===== config.mk =====
export PLATFORM = sky130hd
export DESIGN_NAME = saber_cmd_sequencer
export DESIGN_NICKNAME = d
export VERILOG_FILES = /design/src/rtl/saber_cmd_sequencer.sv
export SDC_FILE = /design/constraint.sdc
export NUM_CORES = 1
export LEC_CHECK = 0
export BUFFER_PORTS_ARGS = -buffer_cell sky130_fd_sc_hd__buf_2
export CAP_MARGIN = 40
export CORE_ASPECT_RATIO = 0.6
export CORE_MARGIN = 8
export CORE_UTILIZATION = 53
export DETAILED_ROUTE_END_ITERATION = 10
export GPL_TIMING_DRIVEN = 0
export PLACE_DENSITY = 0.79
export SYNTH_ARGS = -nofsm -noshare
export SYNTH_HDL_FRONTEND = slang
export SYNTH_SLANG_ARGS = --single-unit

===== constraint.sdc =====
create_clock -name clk -period 2.6 [get_ports clk]
set_input_delay 0.13 -clock clk [delete_from_list [all_inputs] [get_ports clk]]
set_output_delay 0.13 -clock clk [all_outputs]
set_load 0.1 [all_outputs]

===== src/rtl/saber_cmd_sequencer.sv =====
// saber_cmd_sequencer: replays a stored SABER instruction stream from a program ROM into the compute core command port
// Ports: clk, rst (async, active-high); start (one-cycle run pulse);
//   prog_addr / prog_data: synchronous ROM port, data valid the cycle after the address;
//   core_done: compute-core completion pulse; command_in / command_we0 / command_we1: registered core command;
//   busy (FETCH/ISSUE/WAIT), program_done (clean halt), error (sticky timeout or pc overflow).
module saber_cmd_sequencer #(
  parameter int PROG_AW = 10,
  parameter int unsigned START_ADDR = 0,
  parameter logic [23:0] TIMEOUT = 24'hFFFFFF
) (
  input  logic               clk,
  input  logic               rst,
  input  logic               start,
  output logic [PROG_AW-1:0] prog_addr,
  input  logic [36:0]        prog_data,
  input  logic               core_done,
  output logic [34:0]        command_in,
  output logic               command_we0,
  output logic               command_we1,
  output logic               busy,
  output logic               program_done,
  output logic               error
);
  typedef enum logic [2:0] {IDLE, FETCH, ISSUE, WAIT, HALT} state_t;
  localparam logic [PROG_AW-1:0] START = PROG_AW'(START_ADDR);
  state_t state, state_n;
  logic [PROG_AW-1:0] pc, pc_n;
  logic [23:0] cnt, cnt_n;
  logic [34:0] cmd_n;
  logic we0_n, we1_n, done_n, err_n, step;
  assign prog_addr = pc;
  assign busy = state inside {FETCH, ISSUE, WAIT};
  always_ff @(posedge clk or posedge rst)
    if (rst) begin
      state <= IDLE;
      pc <= START;
      cnt <= '0;
      command_in <= '0;
      command_we0 <= 1'b0;
      command_we1 <= 1'b0;
      program_done <= 1'b0;
      error <= 1'b0;
    end else begin
      state <= state_n;
      pc <= pc_n;
      cnt <= cnt_n;
      command_in <= cmd_n;
      command_we0 <= we0_n;
      command_we1 <= we1_n;
      program_done <= done_n;
      error <= err_n;
    end
  always_comb begin
    state_n = state;
    pc_n = pc;
    cnt_n = cnt;
    cmd_n = command_in;
    we0_n = 1'b0;
    we1_n = 1'b0;
    done_n = program_done;
    err_n = error;
    step = 1'b0;
    case (state)
      IDLE, HALT: if (start) begin
        state_n = FETCH;
        pc_n = START;
        done_n = 1'b0;
        err_n = 1'b0;
      end
      FETCH: state_n = ISSUE;
      ISSUE: if (prog_data == 37'd31) begin
        state_n = HALT;
        done_n = 1'b1;
      end else begin
        cmd_n = prog_data[34:0];
        we1_n = prog_data[36];
        we0_n = prog_data[35];
        if (prog_data[35] && prog_data[4:0] != 5'd0) begin
          state_n = WAIT;
          cnt_n = '0;
        end else
          step = 1'b1;
      end
      WAIT: if (core_done)
        step = 1'b1;
      else if (TIMEOUT != 24'd0 && cnt == TIMEOUT - 24'd1) begin
        state_n = HALT;
        err_n = 1'b1;
      end else
        cnt_n = cnt + 24'd1;
      default: state_n = IDLE;
    endcase
    // advancing past the last ROM address is an error, never a wrap
    if (step) begin
      state_n = &pc ? HALT : FETCH;
      err_n = error | (&pc);
      pc_n = &pc ? pc : pc + 1'b1;
    end
  end
endmodule


## Word level (Yosys, flattened, before mapping)

Index checks and enable logic that the tools add are counted.

| operators by class | value |
|---|---|
| mux-type cells | 32 |
| bitwise gates (word level) | 2 |
| add/subtract/negate cells | 2 |
| equal/unequal tests | 17 |
| reduce and logical (&&, ||, !) cells | 17 |

Operators with widths:

| cell | count |
|---|---|
| $mux 24 | 4 |
| $pmux 24 s2 | 1 |
| $mux 10 | 4 |
| $eq 37x5->1 const B | 1 |
| $add 24x1->24 const B | 1 |
| $eq 24x24->1 const B | 1 |
| $mux 3 | 7 |
| $mux 1 | 12 |
| $pmux 3 s4 | 1 |
| $add 10x1->10 const B | 1 |
| $ne 2x2->1 const B | 5 |
| $reduce_and 10->1 | 1 |
| $reduce_and 4->1 | 2 |
| $reduce_bool 2->1 | 4 |
| $eq 3x2->1 const B | 2 |
| $ne 3x3->1 const B | 2 |
| $pmux 1 s2 | 3 |
| $reduce_and 3->1 | 2 |
| $reduce_bool 3->1 | 2 |
| $reduce_and 5->1 | 1 |
| $reduce_bool 5->1 | 1 |
| $ne 2x1->1 const B | 2 |
| $ne 4x2->1 const B | 1 |
| $eq 3x1->1 const B | 1 |
| 8 further kinds | 8 |

| word-level totals | value |
|---|---|
| output and inout port bits | 50 |
| bits in registers | 76 |
| input bits | 41 |
| logic and storage cells | 78 |

## Logic depth before layout (Yosys ltp)

| depth | value |
|---|---|
| word-level depth | 7 |
| depth in mapped cells | 9 |
| gate-level depth less buffers | 8 |

## Least setup slack after synthesis

Ideal clock, no wire load.

| timing | value |
|---|---|
| kind | reg2reg |
| start point | register pc[3] (netlist: prog_addr[3]) |
| end point | register pc[5] (netlist: prog_addr[5]) |
| arrival | 2.295 ns |
| slack | 0.181 ns |
| cell stages (with the launch flop) | 7 |
| cell sequence | dfrtp_1 > nand4_1 > nor2_1 > nand4_1 > nand4_1 > nor3_1 > a211o_1 |

| on the way | value |
|---|---|
| longest elaborated chain between the ends | 3 |
| elaborated cells between the ends (all ways) | 6 |

RTL lines:

| what | line | text |
|---|---|---|
| start: declaration | 27 | `logic [PROG_AW-1:0] pc, pc_n;` |
| start signal: assignment | 45 | `pc <= pc_n;` |
| $add 10x1->10 / $reduce_and 10->1 (equally long branches) | 97 | `pc_n = &pc ? pc : pc + 1'b1;` |
| $mux 10 / $ne 2x2->1 (equally long branches) | -- |  |
| $mux 10 / $reduce_and 3->1 (equally long branches) | -- |  |

Several ways; a longest one is shown, not always the timed one. The select of a mux whose other input is x is not followed.
A chain may end at the register's enable or synchronous reset.

## Final worst setup path

| timing | value |
|---|---|
| start point | register cnt[0] |
| end point | register error |

| on the way | value |
|---|---|
| longest elaborated chain between the ends | 3 |

RTL lines:

| what | line | text |
|---|---|---|
| start: declaration | 28 | `logic [23:0] cnt, cnt_n;` |
| start signal: assignment | 46 | `cnt <= cnt_n;` |
| $eq 24x24->1 | 86 | `else if (TIMEOUT != 24'd0 && cnt == TIMEOUT - 24'd1) begin` |
| $ne 3x2->1 (no source line) | -- |  |
| $reduce_and 4->1 (no source line) | -- |  |
| end signal: assignment | 51 | `error <= err_n;` |
| end: declaration | 22 | `output logic error` |

Every way passes these cells.

==> summary.txt <==
Place
  – DP Wirelength: 6.933 mm
  – Dpl cell area: 0.004329 mm^2
  – Placer Congestion: 0.8494
  – Port buffer count: 90

Logic synthesis
  – Async set-or-reset flop fraction in the synthesized netlist: 1.000
  – Number of enable flip-flop cells after synthesis: 0
  – Yosys warns: 0
  – Ys flop type: dfrtp_1
  – Register area share after synthesis: 0.5085
  – Flops & latches, synth: 76
  – Synth Net Count: 379
  – Post-Syn Area: 0.003740 mm^2
  – Post-synth cell types: 51
  – Mean Syn Cell Area: 11.16 um^2
  – Cell count after synthesis: 335

Critical path
  – Worst EP arrival: 2.62 ns
  – Setup CP Type: reg -> reg
  – CP startpoint kind: flop
  – Crit path required time: 2.85 ns
  – CP Max Fanout: 6
  – Endpoint class of the critical path: flop

STA
  – FMAX: 422.5 MHz
  – Final hold vios: 0
  – Slew Limit Fails: 0
  – Setup violators final: 0
  – RSZ-0062 raised after global routing: false
  – Worst hold slack: 0.02760 ns
  – Slew margin rel.: 0.5381
  – Final Skew: 0.006881 ns
  – Minimum clock period: 2.367 ns
  – Transition time of the tightest slew-check pin: 0.6865 ns
  – Crit share post-route: 0.9103

Detailed routing
  – DR vias/cell: 5.823
  – Routed WL per cell: 18.15 um
  – Via count: 3086
  – DRC viols: 0
  – DRT antenna net count: 0
  – DR pass1 iterations: 4
  – Final wirelength: 9.618 mm
  – Initial DRC count: 345

Final layout
  – Area Growth Syn to Fin: 24.16%
  – Commonest non-fill, non-tap cell in the layout: buf_2
  – Final nets: 482
  – Layout cells sized above 1: 0.3575
  – Most frequent cells in the layout: buf_2 (95), dfrtp_1 (76), nor2_1 (31), nand2_1 (21), mux2_2 (18)
  – Cell area after layout: 0.004643 mm^2

Global route
  – Vias in the first global route: 3076
  – Global Route Usage Sum: 0.1921
  – Global-route wire length before repair: 15.60 mm
  – Largest net degree at the start of global routing: 48
  – Initial antenna violation count: 0
  – Grt total ovfl: 0

Flow run
  – Maxcap violations: 0

Floorplanning
  – Cell row count: 23
  – Die width: 124.4 um
  – Die Y: 81.07 um
  – Initial Utilization: 0.5530
  – Die footprint: 0.01009 mm^2
  – Core Region: 0.006763 mm^2
  – # IOs: 91

Status
  – Run status: finished, final reports clean

Clock network
  – CTS tree: done
  – CTS sink count: 76
  – Clock Pin Slew Worst Setup and Hold Paths: 0.06 ns
  – H-tree levels: 3
  – Clk root buf: clkbuf_16
  – Max clock buf depth: 2
  – Post-CTS Resized: 0
  – Skew-Pair Late Insertion Delay: 0.34 ns
  – TritonCTS Buffers: 9

Worst hold path
  – Hold crit path type: in -> reg
==> cells by family after synthesis <==
group	count (synthesis)	share of synthesized area
simple gates	140	0.2011
xor+xnor	18	0.04215
compound gates	45	0.08732
buf+inv	17	0.02576
mux	36	0.1251
fa+ha+maj	3	0.01004
flops	76	0.5085
==> registers in the layout (all words and copies together), names as in the netlist <==
signal	count
command_we0	1
command_in	35
cnt	24
error	1
prog_addr	10
program_done	1
command_we1	1
state	3
==> path summary, 6_finish.rpt <==
check / start / cells after the start / slack [ns] / endpoint
hold / removal: prog_data[36] / 2 / 0.03 / command_we1$_DFF_PP0_
max in group asynchronous: rst / 4 / 1.68 / cnt[18]$_DFFE_PP0P_
setup / recovery: cnt[0]$_DFFE_PP0P_ / 8 / 0.23 / error$_DFFE_PP0P_
hold reg to reg: command_in[2]$_DFFE_PP0P_ / 1 / 0.50 / command_in[2]$_DFFE_PP0P_
min in group asynchronous: rst / 3 / 0.36 / command_in[18]$_DFFE_PP0P_
setup reg to reg: cnt[0]$_DFFE_PP0P_ / 8 / 0.23 / error$_DFFE_PP0P_
==> final cells by class <==
cell class,instances,area [um^2]
Tap cell,87,108.9
Multi-Input combinational cell,242,1742
Sequential cell,76,1902
Antenna cell,1,2.502
Buffer,13,81.33
Inverter,4,17.52
Timing Repair Buffer,92,488.0
Clock inverter,4,48.80
Fill cell,509,2120
Clock buffer,11,252.7
==> Yosys cell counts, drive strengths merged, types with 2 or more instances <==
library cell,n,area [um^2]
nand2b,2,12.51
or3,5,31.28
nand3,13,65.06
o211a,2,20.02
ha,3,37.54
dfrtp,76,1902
nor4,11,83.83
xor2,5,43.79
a31oi,2,12.51
or2,2,12.51
nand4,14,87.58
or4,2,15.01
and2,4,25.02
nor2,31,116.4
a211o,5,43.79
mux2,35,457.9
o31ai,3,32.53
a21o,2,15.01
nor3b,2,15.01
clkbuf,4,15.01
buf,9,66.31
nor3,15,75.07
xnor2,13,113.9
nand2,21,78.83
and4,5,43.79
o31a,2,17.52
inv,4,15.01
o21ai,9,45.04
and3,8,50.05
a21oi,11,58.81
==> worst max-delay path: stages, from the launching register on <==
cell and delay (ns):
dfrtp_1 0.42, inv_1 0.08, ha_1 0.13, and2_1 0.12, nand4_1 0.21, nor4_1 0.68
nor2_1 0.14, or3_1 0.34, a32oi_1 0.16
==> what timing repair did <==
item                                   4_1_cts  5_1_grt
endpoints found under the hold margin       29        0
hold buffers                                 1        0
setup buffers                                0        0
==> metal layers <==
metal,global-route usage,vias to the layer above,routed length (um)
li1,-,1440,-
met1,0.2482,1520,4353
met2,0.3030,110,4469
met3,0.06238,16,643
met4,0.06571,0,150
met5,0,-,0
==> through the flow <==
| step | setup TNS (ns) | utilization | std cells | setup WS (ns) |
|---|---|---|---|---|
| final | 0 | 0.6866 | 530 | 0.2333 |
| after global routing | 0 | 0.6862 | 529 | 0.09404 |
| after CTS | 0 | 0.6862 | 529 | 0.2951 |
| after detailed placement | 0 | 0.6401 | 513 | 0.3457 |
| after global placement | -23.61 | 0.6357 | 512 | -0.3133 |
| after floorplan | 0 | - | 335 | 0.1806 |
Power is not shown: default switching activity piles up to over one toggle a cycle in this logic, so the estimate is an artifact.
